`src/rtl/pwr_seq_ctrl_pkg.sv`:
```
// Shared definitions for the power-rail sequencer: FSM encodings and the
// expander io bit assignments.
package pwr_seq_ctrl_pkg;

  typedef enum logic [2:0] {
    ST_OFF       = 3'd0,
    ST_UP_WAIT   = 3'd1,
    ST_UP_SETTLE = 3'd2,
    ST_ON        = 3'd3,
    ST_DN_SETTLE = 3'd4,
    ST_FAULT     = 3'd5
  } state_t;

  localparam int         IO_REQ_BIT = 0;
  localparam int         IO_CLR_BIT = 7;
  localparam logic [7:0] IO_IDLE    = 8'hFF;

endpackage

```
`src/rtl/pwr_seq_ctrl_io_sync_filter.sv`:
```
// Two-flop synchroniser followed by an optional stability filter; a new value
// is accepted only after FILT_CYC identical consecutive synchronised samples.
module io_sync_filter #(
  parameter int           W        = 8,
  parameter int           FILT_CYC = 4,
  parameter logic [W-1:0] RST_VAL  = '0
) (
  input  logic         clk,
  input  logic         reset,
  input  logic [W-1:0] d,
  output logic [W-1:0] q
);

  logic [W-1:0] sync_p0;
  logic [W-1:0] sync_p1;

  // stage 0/1: metastability capture
  always_ff @(posedge clk) begin
    if (reset) begin
      sync_p0 <= RST_VAL;
      sync_p1 <= RST_VAL;
    end else begin
      sync_p0 <= d;
      sync_p1 <= sync_p0;
    end
  end

  if (FILT_CYC == 0) begin : g_bypass
    assign q = sync_p1;
  end else begin : g_filt
    localparam int CW = $clog2(FILT_CYC + 1);

    logic [W-1:0]  cand;
    logic [W-1:0]  filt;
    logic [CW-1:0] cnt;
    logic [CW-1:0] run;

    // Length of the current run of identical samples, including this one.
    always_comb begin
      run = CW'(1);
      if (sync_p1 == cand && cnt != '0) run = cnt + CW'(1);
    end

    // stage 2: accept the candidate once its run reaches FILT_CYC
    always_ff @(posedge clk) begin
      if (reset) begin
        filt <= RST_VAL;
        cand <= RST_VAL;
        cnt  <= '0;
      end else if (sync_p1 == filt) begin
        cnt <= '0;
      end else if (run == CW'(FILT_CYC)) begin
        filt <= sync_p1;
        cnt  <= '0;
      end else begin
        cand <= sync_p1;
        cnt  <= run;
      end
    end

    assign q = filt;
  end

endmodule

```
`src/rtl/pwr_seq_ctrl.sv`:
```
// Power-rail sequencer: ramps rails up in ascending order on request, down in
// descending order on release, and latches a fault on power-good timeout/loss.
module pwr_seq_ctrl
  import pwr_seq_ctrl_pkg::*;
#(
  parameter int N_RAILS     = 4,
  parameter int SETTLE_CYC  = 1000,
  parameter int TIMEOUT_CYC = 100000,
  parameter int FILT_CYC    = 4,
  parameter int CNT_W       = 17
) (
  input  logic               clk,
  input  logic               reset,
  input  logic [7:0]         io,
  input  logic [N_RAILS-1:0] pgood,
  output logic [N_RAILS-1:0] rail_en,
  output logic               pwr_ok,
  output logic               fault,
  output logic [2:0]         fault_rail,
  output logic [2:0]         state_o
);

  localparam int               IDX_W        = (N_RAILS > 2) ? $clog2(N_RAILS) : 1;
  localparam logic [CNT_W-1:0] SETTLE_LAST  = CNT_W'(SETTLE_CYC - 1);
  localparam logic [CNT_W-1:0] TIMEOUT_LAST = CNT_W'(TIMEOUT_CYC - 1);
  localparam logic [CNT_W-1:0] TIMER_MAX    = '1;
  localparam logic [IDX_W-1:0] LAST_RAIL    = IDX_W'(N_RAILS - 1);

  state_t             state;
  logic [IDX_W-1:0]   idx;
  logic [CNT_W-1:0]   timer;
  logic [7:0]         io_f;
  logic [N_RAILS-1:0] pgood_s;
  logic [N_RAILS-1:0] lost;
  logic               clr_d;
  logic               req;
  logic               clr;
  logic               unused_io;

  io_sync_filter #(.W(8), .FILT_CYC(FILT_CYC), .RST_VAL(IO_IDLE)) u_io (
    .clk(clk), .reset(reset), .d(io), .q(io_f)
  );

  io_sync_filter #(.W(N_RAILS), .FILT_CYC(0), .RST_VAL({N_RAILS{1'b0}})) u_pg (
    .clk(clk), .reset(reset), .d(pgood), .q(pgood_s)
  );

  // Control bits are active-low so the idle expander value (all ones) means "off".
  assign req       = ~io_f[IO_REQ_BIT];
  assign clr       = clr_d & ~io_f[IO_CLR_BIT];
  assign unused_io = ^io_f[6:1];
  assign lost      = rail_en & ~pgood_s;
  assign state_o   = state;

  function automatic logic [CNT_W-1:0] sat_inc(input logic [CNT_W-1:0] t);
    return (t == TIMER_MAX) ? t : t + CNT_W'(1);
  endfunction

  function automatic logic [IDX_W-1:0] lowest(input logic [N_RAILS-1:0] v);
    logic [IDX_W-1:0] r;
    r = '0;
    for (int i = N_RAILS - 1; i >= 0; i--) if (v[i]) r = IDX_W'(i);
    return r;
  endfunction

  always_ff @(posedge clk) begin
    if (reset) begin
      state      <= ST_OFF;
      rail_en    <= '0;
      pwr_ok     <= 1'b0;
      fault      <= 1'b0;
      fault_rail <= '0;
      timer      <= '0;
      idx        <= '0;
      clr_d      <= 1'b1;
    end else begin
      clr_d <= io_f[IO_CLR_BIT];
      timer <= sat_inc(timer);
      case (state)
        ST_OFF: begin
          if (req) begin
            idx     <= '0;
            rail_en <= N_RAILS'(1);
            timer   <= '0;
            state   <= ST_UP_WAIT;
          end
        end
        ST_UP_WAIT: begin
          if (!pgood_s[idx] && timer == TIMEOUT_LAST) begin
            state      <= ST_FAULT;
            rail_en    <= '0;
            fault      <= 1'b1;
            fault_rail <= 3'(idx);
            timer      <= '0;
          end else if (!req) begin
            state        <= ST_DN_SETTLE;
            rail_en[idx] <= 1'b0;
            timer        <= '0;
          end else if (pgood_s[idx]) begin
            state <= ST_UP_SETTLE;
            timer <= '0;
          end
        end
        ST_UP_SETTLE, ST_ON: begin
          if (lost != '0) begin
            state      <= ST_FAULT;
            rail_en    <= '0;
            fault      <= 1'b1;
            pwr_ok     <= 1'b0;
            fault_rail <= 3'(lowest(lost));
            timer      <= '0;
          end else if (!req) begin
            state        <= ST_DN_SETTLE;
            rail_en[idx] <= 1'b0;
            pwr_ok       <= 1'b0;
            timer        <= '0;
          end else if (state == ST_UP_SETTLE && timer == SETTLE_LAST) begin
            if (idx == LAST_RAIL) begin
              state  <= ST_ON;
              pwr_ok <= 1'b1;
            end else begin
              idx                         <= idx + IDX_W'(1);
              rail_en[idx + IDX_W'(1)]    <= 1'b1;
              timer                       <= '0;
              state                       <= ST_UP_WAIT;
            end
          end
        end
        ST_DN_SETTLE: begin
          if (timer == SETTLE_LAST) begin
            if (idx == '0) begin
              state <= ST_OFF;
            end else begin
              idx                      <= idx - IDX_W'(1);
              rail_en[idx - IDX_W'(1)] <= 1'b0;
              timer                    <= '0;
            end
          end
        end
        ST_FAULT: begin
          if (clr && !req) begin
            state      <= ST_OFF;
            fault      <= 1'b0;
            fault_rail <= '0;
            idx        <= '0;
            timer      <= '0;
          end
        end
        default: begin
          state   <= ST_OFF;
          rail_en <= '0;
          pwr_ok  <= 1'b0;
        end
      endcase
    end
  end

endmodule
```
`config.mk`:
```
export PLATFORM = sky130hd
export DESIGN_NAME = pwr_seq_ctrl
export DESIGN_NICKNAME = d
export VERILOG_FILES = /design/src/rtl/pwr_seq_ctrl_pkg.sv /design/src/rtl/pwr_seq_ctrl_io_sync_filter.sv /design/src/rtl/pwr_seq_ctrl.sv
export SDC_FILE = /design/constraint.sdc
export NUM_CORES = 1
export LEC_CHECK = 0
export ABC_AREA = 1
export BUFFER_PORTS_ARGS = -buffer_cell sky130_fd_sc_hd__clkbuf_2
export CORE_UTILIZATION = 59
export CTS_BUF_LIST = sky130_fd_sc_hd__clkbuf_8
export DETAILED_ROUTE_END_ITERATION = 10
export PLACE_DENSITY = 0.78
export SLEW_MARGIN = 0
export SYNTH_ARGS = -nofsm -noshare
export SYNTH_HDL_FRONTEND = slang
export SYNTH_HIERARCHICAL = 1
export SYNTH_SLANG_ARGS = --single-unit
```
`constraint.sdc`:
```
create_clock -name clk -period 2.27 [get_ports clk]
set_clock_uncertainty 0.05 [all_clocks]
set_input_delay 0.454 -clock clk [delete_from_list [all_inputs] [get_ports clk]]
set_output_delay 0.454 -clock clk [all_outputs]
set_load 0.005 [all_outputs]
```
# [Word level (Yosys, flattened, before mapping)]
# Cells that the tools add are included.
# Widths: inputs -> output; s select.
[classes] eq_ne=28 add_sub_neg=4 bitwise=13 n_mux=69 n_lt_le_gt_ge=6 reduce_logical=24
[ops] operator="$mux 17" n=12
[ops] operator="$pmux 17 s5" n=1
[ops] operator="$mux 3" n=13
[ops] operator="$mux 4" n=9
[ops] operator="$eq 17x17->1 const B" n=2
[ops] operator="$mux 2" n=13
[ops] operator="$ne 2x2->1 const B" n=11
[ops] operator="$pmux 4 s5" n=1
[ops] operator="$add 17x1->17 const B" n=1
[ops] operator="$eq 17x10->1 const B" n=1
[ops] operator="$eq 8x8->1" n=2
[ops] operator="$ne 4x3->1 const B" n=4
[ops] operator="$pmux 3 s5" n=1
[ops] operator="$and 4x4->4" n=3
[ops] operator="$not 4->4" n=3
[ops] operator="$mux 1" n=11
[ops] operator="$eq 3x3->1 const B" n=3
[ops] operator="$lt 2x3->1 const B" n=3
[ops] operator="$pmux 3 s3" n=1
[ops] operator="$reduce_and 9->1" n=1
[ops] operator="$pmux 2 s4" n=1
[ops] operator="$reduce_bool 4->1" n=2
[ops] operator="$logic_and 1x1->1" n=7
[ops] operator="$reduce_and 7->1" n=1
[ops] operator="other kinds (26)" n=37
[totals] inputBits=14 reg_bits=75 word_cells=159

# [Logic depth before layout (Yosys ltp)]
# Gate-level depths: netlist (run 1).
[depth] depth_word=11 depth_mapped=13

# [Modules after synthesis]
# Netlist (run 1), hierarchy kept.
[by_module_without_submodules] module="pwr_seq_ctrl" instances=1 cells_each=339 area_per_inst_um2=2117.0
[by_module_without_submodules] module="io_sync_filter at u_io" instances=1 cells_each=189 area_per_inst_um2=1498.9
[by_module_without_submodules] module="io_sync_filter at u_pg" instances=1 cells_each=25 area_per_inst_um2=231.5

# [Worst setup path before layout (run 1)]
# Ideal clock, no wire load.
[synth_timing] path_kind="flip-flop to flip-flop" from="register timer[0]" to="register timer[7]" setup_slack_ns=0.477 n_path_buf=1 arrival_time_ns=1.621 stages_incl_launch_ff=12 synth_period_minus_slack_ns=1.793 required_time_ns=2.098 cell_sequence="dfxtp_1 > ha_1 > nand2_1 > inv_1 > nand2_1 > nor2_1 > nand3_2 > o21ai_2 > nand2_2 > o21ai_4 > buf_6 > a21oi_1"
[synth_between] elab_chain_len=7
[synth_rtl] element="from (decl)" line_no="pwr_seq_ctrl.sv:31" source="logic [CNT_W-1:0] timer;"
[synth_rtl] element="from (signal assigned)" line_no="pwr_seq_ctrl.sv:78" source="timer <= sat_inc(timer);"
[synth_rtl] element="$add 17x1->17 / $eq 17x17->1 (equally long branches)" line_no="pwr_seq_ctrl.sv:56" source="return (t == TIMER_MAX) ? t : t + CNT_W'(1);"
[synth_rtl] element="$mux 17" line_no="pwr_seq_ctrl.sv:56"
[synth_rtl] element="$mux 17" line_no="pwr_seq_ctrl.sv:118" source="if (idx == LAST_RAIL) begin"
[synth_rtl] element="$mux 17" line_no="pwr_seq_ctrl.sv:117" source="end else if (state == ST_UP_SETTLE && timer == SETTLE_LAST) begin"
[synth_rtl] element="$mux 17" line_no="pwr_seq_ctrl.sv:112" source="end else if (!req) begin"
[synth_rtl] element="$mux 17" line_no="pwr_seq_ctrl.sv:105" source="if (lost != '0) begin"
[synth_rtl] element="$pmux 17 s5 (*)" line_no="pwr_seq_ctrl.sv:79" source="case (state)"
# Every way passes the cells marked *; elsewhere a longest branch is shown, timed or not.
# A chain may end at the register's enable or synchronous reset.

# [Worst setup path in the final report (run 1)]
[layout_timing] from="register u_io.g_filt.cnt[0]" to="register u_io.g_filt.filt[6] (netlist: u_io/q[6])"
[layout_between] elab_chain_len=5
[layout_rtl] element="from (decl)" line_no="pwr_seq_ctrl_io_sync_filter.sv:35" source="logic [CW-1:0] cnt;"
[layout_rtl] element="from (signal assigned)" line_no="pwr_seq_ctrl_io_sync_filter.sv:57" source="cnt <= run;"
[layout_rtl] element="parallel branches: the longest is 2 deep, another holds $add 3x1->3"
[layout_rtl] element="$mux 3 (*)" line_no="pwr_seq_ctrl_io_sync_filter.sv:41" source="if (sync_p1 == cand && cnt != '0) run = cnt + CW'(1);"
[layout_rtl] element="$eq 3x3->1 (*)" line_no="pwr_seq_ctrl_io_sync_filter.sv:52" source="end else if (run == CW'(FILT_CYC)) begin"
[layout_rtl] element="$reduce_and 2->1 (no line) (*)"
[layout_rtl] element="to (signal assigned)" line_no="pwr_seq_ctrl_io_sync_filter.sv:53" source="filt <= sync_p1;"
[layout_rtl] element="to (decl)" line_no="pwr_seq_ctrl_io_sync_filter.sv:34" source="logic [W-1:0] filt;"
# Every way passes the cells marked *.

==> summary.txt, run 1 <==
largest family of logic cells by synthesized area = simple AND/OR/NAND/NOR gates
post-DR vias/cell = 5.26
mux share of post-synthesis cell area = 0%
Final Cycle Share = 87.6%
die area = 0.00685 mm^2
Area Overhead vs Synth = 11.3%
CTS Buf Count = 9
Fin. Hold Viols = 0
CTS tree = built
Worst slew margin = 64.7%
Compound-Gate Fraction of Synth Area = 7.35%
Routed Antenna Nets = 0
I/O pin cnt = 26
RSZ-0062 raised after global routing = false
Die Y = 82.8 um
most frequent CP cell = nand2_1
crit-path max cell delay = 0.47 ns
Clk Latency, worst-skew pair = 0.35 ns
CORE AREA = 0.00631 mm^2
layout cells sized above 1 = 17.1%
DRT Pass-1 Iters = 5
total track usage = 25.4%
largest net degree at the start of global routing = 26
CP top delay family = simple AND/OR/NAND/NOR gates
top_reg_cell synth = dfxtp_1
fin area = 0.00428 mm^2
pre-CTS setup slack = 0.223 ns
H-tree depth = 3
Setup crit start kind = register
# diodes = 0
clock root cell = clkbuf_8
final setup vio count = 0
Synth Area in Adders = 2.28%
VDD IR max = 0.611 mV
Seq/Total Area, Yosys = 38.5%
Synth Area in XOR/XNOR = 4.55%
area of the multi-input gates = 0.00203 mm^2
num rows = 29
register area = 0.00148 mm^2
Final Wtd Congestion = 0.945
Max Root-Sink Buffers = 2
clock slew at the register clock pins of the worst setup and hold paths = 0.09 ns
CP max stage cell = dfxtp_1
CP required = 2.44 ns
fmax = 0.503 GHz
Syn Nets = 574
Final Max Tran Viols = 0
maxcap violations = 0
worst-path fanout max = 8
Num Clock Sinks = 74
status = finished clean
Total Wirelength = 8160 um
Worst Path Buf+Inv = 1
Critical Path End Type = register
Pwr Density = 794 mW/mm^2
asr flop ratio synth = 0%
hold_buf cts = 0
drt wl/cell = 12.2 um
Vias = 3,511
fin nets = 606
post-synth cell types = 36
Worst Tran Pin Value = 0.527 ns
filler instances = 540
critical path class = reg2reg
Final min period = 1.99 ns
DP Wirelength = 6090 um
initial antenna violation count = 0
LEAKAGE = 2.04 nW
final worst slack = 0.283 ns
Die W = 82.8 um
Hold Path Class = in2reg
Initial Util = 60.9%
first-pass GRT wire length = 13,000 um
Post-synth EDFFs = 0
fin util = 67.8%
Post-Synth Simple-Gate Area = 38.3%
setup TNS = 0 ns
port bufs = 24
Synth Cell Area = 0.00385 mm^2
initial drt markers = 192
flops & latches, synth = 74
Syn. warnings = 6
CP Cell Sequence = inv_1, ha_1, nand2_1, nand2_1, nor2_1, nand3_1, nor2_4, nand4_2, nand2_1, nand3_1
number of remaining DRC errors = 0
Arr. time, crit path = 2.16 ns
vias in the first global route = 2,943
Cells after Synth = 553
total global routing overflow = 0
Avg Inst Size Synth = 6.96 um^2
placed inst area = 0.00405 mm^2
==> per-layer routing <==
metal / global-route usage (%) / routed length, um / up-vias / part of all wire [%]
met3: 4.18 / 399 / 21 / 4.9
met4: 14.5 / 193 / 0 / 2.4
met5: 0 / 0 / - / 0
met1: 33.6 / 3820 / 1570 / 47
li1: - / - / 1824 / -
met2: 39.1 / 3750 / 96 / 46
==> sequential cells by signal, summed over array words and instances, names as in the netlist <==
| name | cells |
|---|---|
| u_io/g_filt.cnt | 3 |
| fault | 1 |
| clr_d | 1 |
| u_pg/sync_p0 | 4 |
| idx | 2 |
| state_o | 3 |
| timer | 17 |
| fault_rail | 2 |
| u_io/q | 8 |
| u_io/g_filt.cand | 8 |
| rail_en | 4 |
| u_io/sync_p0 | 8 |
| u_pg/q | 4 |
| pwr_ok | 1 |
| u_io/sync_p1 | 8 |
==> power by group <==
group          total (W)  internal [W]  switching, W
Clock            0.00105      0.000528      0.000527
Sequential       0.00151       0.00139      0.000118
Combinational   0.000836      0.000314      0.000521
Total            0.00340       0.00223       0.00117
==> cell usage in the layout, fill, tap and decap left out, types with 2 or more instances in the layout <==
| cell | count |
|---|---|
| nand2_1 | 127 |
| nand3_1 | 76 |
| dfxtp_1 | 74 |
| nor2_1 | 67 |
| inv_1 | 56 |
| a21oi_1 | 26 |
| clkbuf_2 | 24 |
| or2_2 | 20 |
| inv_2 | 13 |
| xnor2_1 | 12 |
| o21ai_0 | 10 |
| clkbuf_8 | 9 |
| xor2_1 | 8 |
| buf_4 | 8 |
| nand4_1 | 7 |
| ha_1 | 7 |
| nor2_4 | 4 |
| nor2_2 | 3 |
| nand3_2 | 3 |
| o21ai_1 | 3 |
| a22oi_1 | 3 |
| o2111ai_1 | 3 |
| clkinv_4 | 3 |
| nand2_2 | 2 |
| clkinv_1 | 2 |
| nand3b_1 | 2 |
| nor4_1 | 2 |
| nor3_1 | 2 |
| inv_6 | 2 |
==> repair_timing <==
item	CTS	global route
setup buffers	0	1
resized for setup	0	1
endpoints found under the setup margin	0	19
==> through the flow <==
step	hold WS [ns]	cells	power, W
finish	0.226	667	0.00340
global route	0.211	667	0.00362
CTS	0.211	666	0.00339
detailed placement	0.343	650	0.00233
global placement	0.340	650	0.00232
floorplan	0.338	553	0.00213
==> cell usage after synthesis (7+ instances only) <==
library cell | count | area share [%]
nand4_1 | 7 | 1.1
inv_1 | 56 | 5.5
nand2_1 | 127 | 12
inv_2 | 13 | 1.3
ha_1 | 7 | 2.3
or2_2 | 20 | 3.3
nor2_1 | 67 | 6.5
a21oi_1 | 26 | 3.4
o21ai_0 | 10 | 1.3
dfxtp_1 | 74 | 39
xnor2_1 | 12 | 2.7
xor2_1 | 8 | 1.8
nand3_1 | 76 | 9.9
==> worst paths after layout <==
path / endpoint / cells after the start / from / slack [ns]
min reg2reg: u_pg/q[2] / 2 / u_pg/sync_p0[2] / 0.36
max reg2reg: u_io/q[6] / 10 / u_io/g_filt.cnt[0] / 0.28
max: u_io/q[6] / 10 / u_io/g_filt.cnt[0] / 0.28
min: u_io/sync_p0[4] / 2 / io[4] / 0.23
==> cell type report <==
type,instances,share of cell area (%)
clock buffers,9,2.89
clock inverters,7,1.99
inverters,71,6.22
multi-input cells,396,47.4
flip-flops and latches,74,34.6
well taps,77,2.25
repair buffers,33,4.67
==> cells by family (layout without fill, tap and decap cells) <==
kind of cell               after synthesis  count (layout)
xor gates and xnor gates                20              20
other                                    1               1
adders and majority gates                7               7
and+or+nand+nor                        319             319
DFF                                     74              74
AOI/OAI and AO/OA                       49              49
buffers and inverters                   83             120
No activity file was read; power rests on OpenSTA's default activity.
==> run 2: changes to the inputs <==
- CORE_MARGIN: unset -> 4
==> run 2 against run 1 <==
First-iteration DRC count rose by 7.3%. Clock power barely moved. Total power rose by 0.55%. Worst hold slack got worse by 0.014 ns. Count of clock-buffer cells in the layout did not move. Non-clock buffer count fell by 4. Cell area fell by 0.61%. Wire length rose by 2.7%. Combinational power fell by 0.7%. Critical path depth fell by 1. Sequential power barely moved. Register-to-register slack got worse by 0.08 ns. Critical path type unchanged. Critical endpoint is now rail_en[1].
==> summary.txt, run 2 (synthesis gave the netlist of run 1 again) <==
status = finished clean (unchanged)
Final Cycle Share = 90.9% (was 87.6%)
Sw Pwr = 0.00119 W (was 0.00117 W)
Setup crit start kind = register (unchanged)
switching share of power = 34.9% (was 34.3%)
Final min period = 2.06 ns (was 1.99 ns)
vias in the first global route = 3,293 (was 2,943)
RSZ-0062 raised after global routing = false (unchanged)
number of remaining DRC errors = 0 (unchanged)
Area Overhead vs Synth = 10.6% (was 11.3%)
commonest non-fill, non-tap cells in the layout = 127 x nand2_1, 76 x nand3_1, 74 x dfxtp_1 (unchanged)
pre-CTS setup slack = 0.175 ns (was 0.223 ns)
Internal = 0.00223 W (about the same)
maxcap violations = 0 (unchanged)
initial drt markers = 206 (was 192)
max reg flops = 17 (unchanged)
Initial Util = 60.6% (was 60.9%)
final setup vio count = 0 (unchanged)
fmax = 0.485 GHz (was 0.503 GHz)
Pwr Density = 803 mW/mm^2 (was 794 mW/mm^2)
Reg2Reg Launch Point = state_o[2] (was u_io/g_filt.cnt[0])
reg2reg path depth = 9 (was 10)
Die W = 88.8 um (was 82.8 um)
Routed Antenna Nets = 0 (unchanged)
Vias = 3,615 (was 3,511)
DRT Pass-1 Iters = 5 (unchanged)
CP required = 2.52 ns (was 2.44 ns)
post-DR vias/cell = 5.45 (was 5.26)
Clk Latency, worst-skew pair = 0.37 ns (was 0.35 ns)
critical path class = reg2reg (unchanged)
clock root cell = clkbuf_8 (unchanged)
Final Wtd Congestion = 0.978 (was 0.945)
first-pass GRT wire length = 14,500 um (was 13,000 um)
# diodes = 0 (unchanged)
setup TNS = 0 ns (unchanged)
Final Max Tran Viols = 0 (unchanged)
I/O pin cnt = 26 (unchanged)
worst-path fanout max = 13 (was 8)
HP Start = io[2] (was io[4])
LEAKAGE = 2.01 nW (was 2.04 nW)
Total Wirelength = 8380 um (was 8160 um)
reg-to-reg critical path endpoint = rail_en[1] (was u_io/q[6])
fin nets = 602 (was 606)
largest net degree at the start of global routing = 39 (was 26)
hold_buf cts = 0 (unchanged)
layout cells sized above 1 = 16.7% (was 17.1%)
num rows = 29 (unchanged)
CTS Buf Count = 9 (unchanged)
Hold Path Sink = u_io/sync_p0[2] (was u_io/sync_p0[4])
Arr. time, crit path = 2.31 ns (was 2.16 ns)
drt wl/cell = 12.6 um (was 12.2 um)
Critical Path End Type = register (unchanged)
die area = 0.00788 mm^2 (was 0.00685 mm^2)
Max Root-Sink Buffers = 2 (unchanged)
Worst Tran Pin Value = 0.525 ns (was 0.527 ns)
reg2reg setup slack = 0.21 ns (was 0.28 ns)
Num Clock Sinks = 74 (unchanged)
port bufs = 24 (unchanged)
Worst slew margin = 64.9% (was 64.7%)
Gate power share = 24.3% (was 24.6%)
Die Y = 88.8 um (was 82.8 um)
total global routing overflow = 0 (unchanged)
commonest non-fill, non-tap cell in the layout = nand2_1 (unchanged)
Fin. Hold Viols = 0 (unchanged)
DP Wirelength = 6090 um (about the same)
Clock power frac = 31.6% (was 31.0%)
VDD IR max = 0.611 mV (about the same)
CORE AREA = 0.00635 mm^2 (was 0.00631 mm^2)
CTS tree = built (unchanged)
initial antenna violation count = 0 (unchanged)
most flop-heavy register = timer (unchanged)
H-tree depth = 3 (unchanged)
Hold Path Class = in2reg (unchanged)
clock slew at the register clock pins of the worst setup and hold paths = 0.09 ns (about the same)
Hold Path Depth = 2 (unchanged)
portion of total power attributed to sequential cells = 44.1% (was 44.4%)
final worst slack = 0.207 ns (was 0.283 ns)
total track usage = 23.3% (was 25.4%)
-- run 2: changes by cell type in the layout (fill, tap and decap cells not counted), sizes merged --
cell,change
buf,-4
clkinv,-1
clkinvlp,+1
-- run 2: how the worst max path moves through the flow --
stage | startpoint | end | slack, ns | cells after the start
6_report | state_o[2] | rail_en[1] | 0.21 | 9
4_1_cts | state_o[2] | timer[1] | 0.16 | 8
5_1_grt | timer[0] | idx[0] | 0.03 | 13
3_3_place_gp | state_o[2] | timer[2] | 0.21 | 8
2_1_floorplan | timer[0] | timer[7] | 0.48 | 11
3_5_place_dp | state_o[2] | timer[2] | 0.17 | 8
-- run 2: critical path, cell delays in order, from the launching register on --
cell	delay, ns
dfxtp_1	0.48
nor2_4	0.36
inv_2	0.11
nor2_1	0.14
nand3_2	0.13
nand2_1	0.17
nand2_1	0.06
nor2_1	0.22
nand3_1	0.14
a21oi_1	0.14
-- run 2: per-layer routing --
metal	track usage [%]	wire, um	up-vias
met4	11.1	227	0
met1	30.9	3890	1647
met3	5.59	474	21
met2	35.5	3790	125
met5	0	0	-
li1	-	-	1822
-- run 2: cell type report --
cell class | count | area (um^2)
clock buffer | 9 | 124
clock inverter | 7 | 86.3
fill | 537 | 2090
inverter | 71 | 267
multi-input combinational | 396 | 2030
sequential | 74 | 1480
tap | 77 | 96.3
timing repair buffer | 29 | 170
-- run 2: power groups by stage --
| stage | Clock (W) | Combinational (W) | Sequential [W] |
|---|---|---|---|
| detailed placement | 0 | 0.000784 | 0.00154 |
| finish | 0.00108 | 0.000830 | 0.00151 |
| floorplan | 0 | 0.000633 | 0.00150 |
| global placement | 0 | 0.000769 | 0.00153 |
| global route | 0.00117 | 0.000938 | 0.00153 |
| CTS | 0.00111 | 0.000787 | 0.00151 |
-- run 2: timing repair --
item | in CTS | in global routing
setup buffers | 0 | 1
resized for setup | 0 | 2
endpoints found under the setup margin | 0 | 22
-- run 2: per-stage QoR --
stage                     total power [W]  util [%]  hold WS [ns]  cells  instance area, um^2
final                             0.00342      67.0         0.213    663                 4260
after global routing              0.00363      67.0         0.203    663                 4260
after CTS                         0.00340      66.6         0.206    662                 4230
after detailed placement          0.00232      63.3         0.344    646                 4020
after global placement            0.00230      63.3         0.340    646                 4020
after floorplan                   0.00213         -         0.338    553                 3850
